[config.mk]
export PLATFORM = sky130hd
export DESIGN_NAME = start_input_conditioner
export DESIGN_NICKNAME = d
export VERILOG_FILES = /design/src/rtl/start_input_conditioner.sv
export SDC_FILE = /design/constraint.sdc
export NUM_CORES = 1
export LEC_CHECK = 0
export BUFFER_PORTS_ARGS = -buffer_cell sky130_fd_sc_hd__buf_2
export CORE_MARGIN = 5
export CORE_UTILIZATION = 50
export DETAILED_ROUTE_END_ITERATION = 10
export GPL_TIMING_DRIVEN = 0
export PLACE_DENSITY = 0.69
export SYNTH_ARGS = -nofsm -noshare
export SYNTH_HDL_FRONTEND = slang
export SYNTH_SLANG_ARGS = --single-unit
[constraint.sdc]
create_clock -name Clk -period 4.1 [get_ports Clk]
set_clock_uncertainty 0.05 [all_clocks]
set_input_delay 0.205 -clock Clk [delete_from_list [all_inputs] [get_ports Clk]]
set_output_delay 0.205 -clock Clk [all_outputs]
set_load 0.03 [all_outputs]
[src/rtl/start_input_conditioner.sv]
// start_input_conditioner
//   Front end for the processor's start/operand inputs. Both the raw Start
//   pushbutton and the raw operand switches are synchronised, then debounced.
//   Each debounced button press produces one single-cycle start pulse and
//   freezes the operand. No new start is accepted until the processor reports
//   Done and the button has been released.
//
// Parameters
//   WIDTH        operand width (number of switches)
//   SYNC_STAGES  synchroniser flops per raw input (>= 2)
//   DB_CYCLES    cycles an input must stay stable before it is accepted (>= 2)
//
// Ports
//   Clk        system clock, rising edge
//   Rst_n      asynchronous active-low reset
//   Btn_raw    raw Start pushbutton, active-high, bouncy, asynchronous
//   Sw_raw     raw operand switches, bouncy, asynchronous
//   Done       computation finished, from the processor FSM
//   Sw_stable  debounced live switch value, to the display mux
//   N_out      operand frozen when a start fires, to the datapath
//   Start_out  one-cycle start pulse, to the processor FSM
//   Busy       high while a computation is outstanding

module start_input_conditioner #(
   parameter int WIDTH       = 8,
   parameter int SYNC_STAGES = 2,
   parameter int DB_CYCLES   = 500000
) (
   input  logic             Clk,
   input  logic             Rst_n,
   input  logic             Btn_raw,
   input  logic [WIDTH-1:0] Sw_raw,
   input  logic             Done,
   output logic [WIDTH-1:0] Sw_stable,
   output logic [WIDTH-1:0] N_out,
   output logic             Start_out,
   output logic             Busy
);

   localparam int                CNT_W    = $clog2(DB_CYCLES + 1);
   localparam logic [CNT_W-1:0] CNT_LAST = CNT_W'(DB_CYCLES - 1);
   localparam logic [CNT_W-1:0] CNT_ONE  = CNT_W'(1);

   typedef enum logic [1:0] {
      IDLE,
      FIRE,
      RUN,
      WAIT_REL
   } state_t;

   logic [SYNC_STAGES-1:0] btn_sync;
   logic [WIDTH-1:0]       sw_sync [SYNC_STAGES];
   logic                   s_btn;
   logic [WIDTH-1:0]       s_sw;
   logic [WIDTH-1:0]       s_sw_prev;

   logic [CNT_W-1:0]       cnt_b;
   logic [CNT_W-1:0]       cnt_s;
   logic                   btn_db;
   logic                   btn_db_d;
   logic                   btn_rise;

   state_t                 state;
   state_t                 next_state;
   logic                   load_n;

   assign s_btn    = btn_sync[SYNC_STAGES-1];
   assign s_sw     = sw_sync[SYNC_STAGES-1];
   assign btn_rise = btn_db & ~btn_db_d;

   // Synchroniser chains for the button and every switch bit.
   always_ff @(posedge Clk or negedge Rst_n) begin
      if (!Rst_n) begin
         btn_sync <= '0;
         for (int i = 0; i < SYNC_STAGES; i++) begin
            sw_sync[i] <= '0;
         end
      end else begin
         btn_sync   <= {btn_sync[SYNC_STAGES-2:0], Btn_raw};
         sw_sync[0] <= Sw_raw;
         for (int i = 1; i < SYNC_STAGES; i++) begin
            sw_sync[i] <= sw_sync[i-1];
         end
      end
   end

   // Button debounce: the accepted level only follows the synchronised input
   // after it has disagreed for DB_CYCLES consecutive cycles. Any agreement
   // mid-count throws the count away.
   always_ff @(posedge Clk or negedge Rst_n) begin
      if (!Rst_n) begin
         cnt_b  <= '0;
         btn_db <= 1'b0;
      end else if (s_btn == btn_db) begin
         cnt_b <= '0;
      end else if (cnt_b == CNT_LAST) begin
         btn_db <= s_btn;
         cnt_b  <= '0;
      end else begin
         cnt_b <= cnt_b + CNT_ONE;
      end
   end

   // Switch debounce with one counter for the whole vector. The previous
   // synchronised value is kept so that a new pattern arriving while a count
   // is already running restarts the count; the first differing cycle just
   // starts counting.
   always_ff @(posedge Clk or negedge Rst_n) begin
      if (!Rst_n) begin
         cnt_s     <= '0;
         s_sw_prev <= '0;
         Sw_stable <= '0;
      end else begin
         s_sw_prev <= s_sw;
         if (s_sw == Sw_stable) begin
            cnt_s <= '0;
         end else if ((s_sw != s_sw_prev) && (cnt_s != '0)) begin
            cnt_s <= '0;
         end else if (cnt_s == CNT_LAST) begin
            Sw_stable <= s_sw;
            cnt_s     <= '0;
         end else begin
            cnt_s <= cnt_s + CNT_ONE;
         end
      end
   end

   // Delayed copy of the debounced button for rising-edge detection.
   always_ff @(posedge Clk or negedge Rst_n) begin
      if (!Rst_n) begin
         btn_db_d <= 1'b0;
      end else begin
         btn_db_d <= btn_db;
      end
   end

   // State register and the operand latch, loaded only on IDLE -> FIRE.
   always_ff @(posedge Clk or negedge Rst_n) begin
      if (!Rst_n) begin
         state <= IDLE;
         N_out <= '0;
      end else begin
         state <= next_state;
         if (load_n) begin
            N_out <= Sw_stable;
         end
      end
   end

   // Next state and Moore outputs. Done takes priority over a fresh press in
   // RUN, and WAIT_REL keeps a button still held from the last run from
   // starting another one.
   always_comb begin
      next_state = state;
      Start_out  = 1'b0;
      Busy       = 1'b0;
      load_n     = 1'b0;
      case (state)
         IDLE: begin
            if (btn_rise) begin
               next_state = FIRE;
               load_n     = 1'b1;
            end
         end
         FIRE: begin
            Start_out  = 1'b1;
            Busy       = 1'b1;
            next_state = RUN;
         end
         RUN: begin
            Busy = 1'b1;
            if (Done) begin
               next_state = WAIT_REL;
            end
         end
         WAIT_REL: begin
            if (!btn_db) begin
               next_state = IDLE;
            end
         end
         default: begin
            next_state = IDLE;
         end
      endcase
   end

endmodule

# Yosys cells after proc, flatten, opt, wreduce, memory -nomap -nowiden

Index checks and enable logic that the tools add are counted.

Add/subtract/negate cells: 2
Bitwise logic cells: 5
Muxes and demuxes: 13
Reductions and logical operators: 7
Equality and inequality tests: 11

Operators with widths:

| operator              | number |
|---|---|
| $mux 19               | 5 |
| $add 19x1->19 const B | 2 |
| $eq 19x19->1 const B  | 2 |
| $reduce_bool 19->1    | 1 |
| $eq 8x8->1            | 1 |
| $ne 8x8->1            | 1 |
| $pmux 2 s4            | 1 |
| $mux 2                | 3 |
| $ne 2x2->1 const B    | 3 |
| $reduce_and 3->1      | 2 |
| $eq 2x2->1 const B    | 2 |
| $mux 1                | 4 |
| $not 1->1             | 4 |
| $eq 2x1->1 const B    | 1 |
| $logic_not 2->1       | 1 |
| $reduce_and 2->1      | 1 |
| $reduce_or 2->1       | 1 |
| $and 1x1->1           | 1 |
| $eq 1x1->1            | 1 |
| $logic_and 1x1->1     | 1 |

Logic and storage cells: 49
Flip-flop bits (word level): 84
Input port bits: 12

# Longest topological paths before layout

Word-level depth: 4
Mapped depth: 7

# Worst setup path after synthesis

No wires, ideal clock.

Path type: register to register
From: reg cnt_s[10]
To: reg Sw_stable[0]
Cell stages (with the launch flop): 6
Path slack: 2.140 ns
Data arrival time: 1.786 ns
Period minus slack after synthesis: 1.960 ns
Buffers on the path: 0
Required time: 3.925 ns
Cells stage by stage: dfrtp_1 -> nor4_1 -> nand2_1 -> nor4_4 -> o211ai_4 -> mux2_2

Cells in the longest elaborated chain, start to end: 4
Elaborated cells between the ends (all ways): 5
Classes of those cells: eq/ne (1); bitwise (1); reduce/logical (3)

Ends and longest elaborated chain:

| element                      | line | source |
|---|---|---|
| from (decl)                  | 58   | `logic [CNT_W-1:0] cnt_s;` |
| from (signal assigned)       | 123  | `cnt_s <= cnt_s + CNT_ONE;` |
| $reduce_bool 19->1           | 117  | `end else if ((s_sw != s_sw_prev) && (cnt_s != '0)) begin` |
| $logic_and 1x1->1            | 117  |  |
| $not 1->1 (no line)          | -    |  |
| $reduce_and 3->1 (no line) * | -    |  |
| to (signal assigned)         | 120  | `Sw_stable <= s_sw;` |
| to (decl)                    | 34   | `output logic [WIDTH-1:0] Sw_stable,` |

Mark *: on every way between the ends. The rest lies on a longest branch, timed or not.
A chain may end at the register's enable or synchronous reset.

# Final worst setup path

From: reg cnt_s[10]
To: reg Sw_stable[7]

The elaborated chain is that of the path after synthesis.

==> flow_summary.yaml <==
synthesis:
  post_synthesis_cell_count: 292
  synth.largest_area_cell: "sky130_fd_sc_hd__dfrtp_1"
  synth.most_common_cell: "sky130_fd_sc_hd__dfrtp_1"
  ys_dominant_reg_cell: "sky130_fd_sc_hd__dfrtp_1"
  async_reset_ff_share_pct: 100
  synth_cell_types: 29
  syn-cell-area_sq_um: 3520
  netlist_top_cells_count: "sky130_fd_sc_hd__dfrtp_1, sky130_fd_sc_hd__nor2_1, sky130_fd_sc_hd__xor2_1, sky130_fd_sc_hd__xnor2_1, sky130_fd_sc_hd__nor3_1"
  yosys_warnings: 0
  synthTopCellsByArea: "sky130_fd_sc_hd__dfrtp_1, sky130_fd_sc_hd__xor2_1, sky130_fd_sc_hd__xnor2_1, sky130_fd_sc_hd__mux2_2, sky130_fd_sc_hd__nor2_1"
  synth_area_per_cell_sq_um: 12.1
  ffs_latches_synth: 84
  synth-edff-count: 0
  share_of_the_yosys_chip_area_belonging_to_registers_pct: 59.7
  mappedNetlistNets: 312
  yosysTopAreaCellShare_pct: 59.7
layout:
  stdcell_area_sq_um: 4100
  final_net_count: 363
  multi_input_area_sq_um: 1370
  ff_latch_area_sq_um: 2100
  antenna_cells_inserted: 0
  area_growth_from_synthesis_to_layout_pct: 16.2
  fillCellCount: 568
  post_route_cells_drive_above_1_share_pct: 19.5
clock_tree:
  worst_skew_pair.late_latency_ns: 0.35
  postCtsResizedCells: 0
  clk_pin_slew_worst_paths_ns: 0.08
  cts.sink_count: 84
  cts_made_buffers: 9
  cts.htree.levels: 3
  tritoncts: "done"
  postCtsHoldBufs: 10
  cts.path.max_buffers: 2
  postCtsSetupRepairBufs: 0
  cts-root-buf: "sky130_fd_sc_hd__clkbuf_8"
worst_setup_path:
  worst-setup-path-type: "reg -> reg"
  r2r-end: "Sw_stable[7]"
  critical_path_fanout_max: 10
  critical_path_arrival_ns: 2.52
  worstRegToRegCells: 5
  worstSetupStartpointType: "flip-flop"
  rrSetupSlack_ns: 1.77
  regToRegStartpoint: "cnt_s[10]"
  cp-startpoint: "cnt_s[10]"
  required_ns: 4.28
  timing.critical_path.to_type: "flip-flop"
global_route:
  global_route.overflow_total: 0
  antenna_found_initial: 0
  grtUsageTotal_pct: 15.7
  grt_max_degree: 67
  grt_pass1_vias: 2336
  grt_first_pass_wirelength_um: 10800
placed_design:
  gp_congestion: 0.775
  port_buffers: 29
  placed_cell_area_sq_um: 3820
  hpwl_um: 4080
sta:
  grt_setup_unrepaired: "no"
  whs_ns: 0.197
  setup_total_negative_slack_ns: 0
  timing.final.crit_share_pct: 56.9
  hold_viol: 0
  fmax_ghz: 0.429
  final_max_slew_viol_count: 0
  setup_violations: 0
  min_clock_period_post_route_ns: 2.33
  max_slew_margin_pct: 39.5
  worstMarginPinSlew_ns: 0.899
flow_run:
  cap_violations: 0
floorplanning:
  die_area_sq_um: 8830
  floorplan.die.width_um: 93.9
  coreArea_sq_um: 6830
  floorplan.initialDensity_pct: 51.6
  design.portCount: 30
  die_h_um: 93.9
  placementRows: 30
detailed_routing:
  drt_iter0_drc: 55
  vias_per_instance: 5.00
  drt_first_pass_iters: 4
  wl_per_cell_um: 13.3
  drc: 0
  drt_wl_total_um: 5900
  detail-route-antenna-nets: 0
  detailroute.via_count: 2219
outcome:
  outcome: "complete, no violations"
hold_path:
  hold_startpoint: "Done"
  min_to: "state[1]"
  holdPathStages: 5
  worstHoldPathType: "in -> reg"
pwr:
  pwr_density_cell_nw_per_um2: 367
  worst_vdd_ir_uv: 247
  cellLeakagePower_uw: 0.00192
==> cells by family after synthesis <==
group / synth area share [%]
muxes: 5.43
DFF: 59.7
AOI/OAI and AO/OA: 1.56
buffers and inverters: 1.49
adders and majority gates: 2.84
xor gates and xnor gates: 12.7
and+or+nand+nor: 16.3
==> critical path: stages (launching register included) <==
cell and delay [ns]:
sky130_fd_sc_hd__dfrtp_1 0.44, sky130_fd_sc_hd__nor4_1 0.33, sky130_fd_sc_hd__nand2_1 0.16, sky130_fd_sc_hd__nor4_4 0.62
sky130_fd_sc_hd__o211ai_4 0.26, sky130_fd_sc_hd__mux2_2 0.34
==> per-layer routing <==
layer / vias up / GRT usage, % / wire [um] / share of wire [%]
met1: 1092 / 20.1 / 2790 / 47
met4: 0 / 4.33 / 38 / 0.64
met3: 4 / 6.01 / 208 / 3.5
met5: - / 0 / 0 / 0
li1: 1098 / - / - / -
met2: 25 / 25.0 / 2860 / 49
==> cells in the final DEF, fill, tap and decap left out, types with 2 or more instances in the layout <==
cell and instances:
sky130_fd_sc_hd__clkinv_4 3, sky130_fd_sc_hd__nand4_1 9, sky130_fd_sc_hd__nand3_1 16, sky130_fd_sc_hd__dfrtp_1 84
sky130_fd_sc_hd__buf_2 28, sky130_fd_sc_hd__clkinv_2 2, sky130_fd_sc_hd__ha_1 8, sky130_fd_sc_hd__and3_1 7
sky130_fd_sc_hd__nand2_1 12, sky130_fd_sc_hd__xnor2_1 22, sky130_fd_sc_hd__or2_2 3, sky130_fd_sc_hd__dlygate4sd3_1 10
sky130_fd_sc_hd__nor2_1 29, sky130_fd_sc_hd__nor3_1 20, sky130_fd_sc_hd__clkbuf_8 9, sky130_fd_sc_hd__xor2_1 29
sky130_fd_sc_hd__clkbuf_1 3, sky130_fd_sc_hd__mux2_2 17, sky130_fd_sc_hd__inv_1 10, sky130_fd_sc_hd__nor4_1 9
==> state kept, by name (all words and copies together) (netlist names) <==
signal,cells
btn_sync,2
btn_db,1
btn_db_d,1
state,2
cnt_b,19
cnt_s,19
s_sw_prev,8
Sw_stable,8
s_sw,8
sw_sync,8
N_out,8
==> final cells by class <==
| class | instances | share of cell area [%] |
|---|---|---|
| Tap cell | 96 | 2.93 |
| Clock inverter | 7 | 1.28 |
| Sequential cell | 84 | 51.3 |
| Inverter | 10 | 0.917 |
| Buffer | 4 | 0.367 |
| Timing Repair Buffer | 40 | 6.72 |
| Clock buffer | 9 | 3.02 |
| Multi-Input combinational cell | 194 | 33.4 |
==> metrics by stage <==
stage                     power [uW]  worst slack [ns]  instances  utilization [%]
after detailed placement         988              1.74        418             55.9
after CTS                       1520              1.72        444             59.9
after floorplan                  940              2.14        292                -
after global placement           981              1.74        417             55.5
final                           1500              1.77        444             59.9
after global routing            1590              1.48        444             59.9
==> worst max path at each step <==
stage                        end  slack, ns  depth (start not counted)
floorplan           Sw_stable[0]       2.14                          5
global placement       cnt_b[15]       1.74                          7
detailed placement  Sw_stable[3]       1.74                          5
CTS                 Sw_stable[7]       1.72                          5
global route           cnt_b[11]       1.48                          7
finish              Sw_stable[7]       1.77                          5
==> power by group <==
part           switching, uW  internal (uW)  leakage [uW]
clock network            304            223     0.0000896
logic                   71.5           37.7      0.000723
registers               16.0            849       0.00111
total                    392           1110       0.00192
Power figures use the tool's default switching activity.
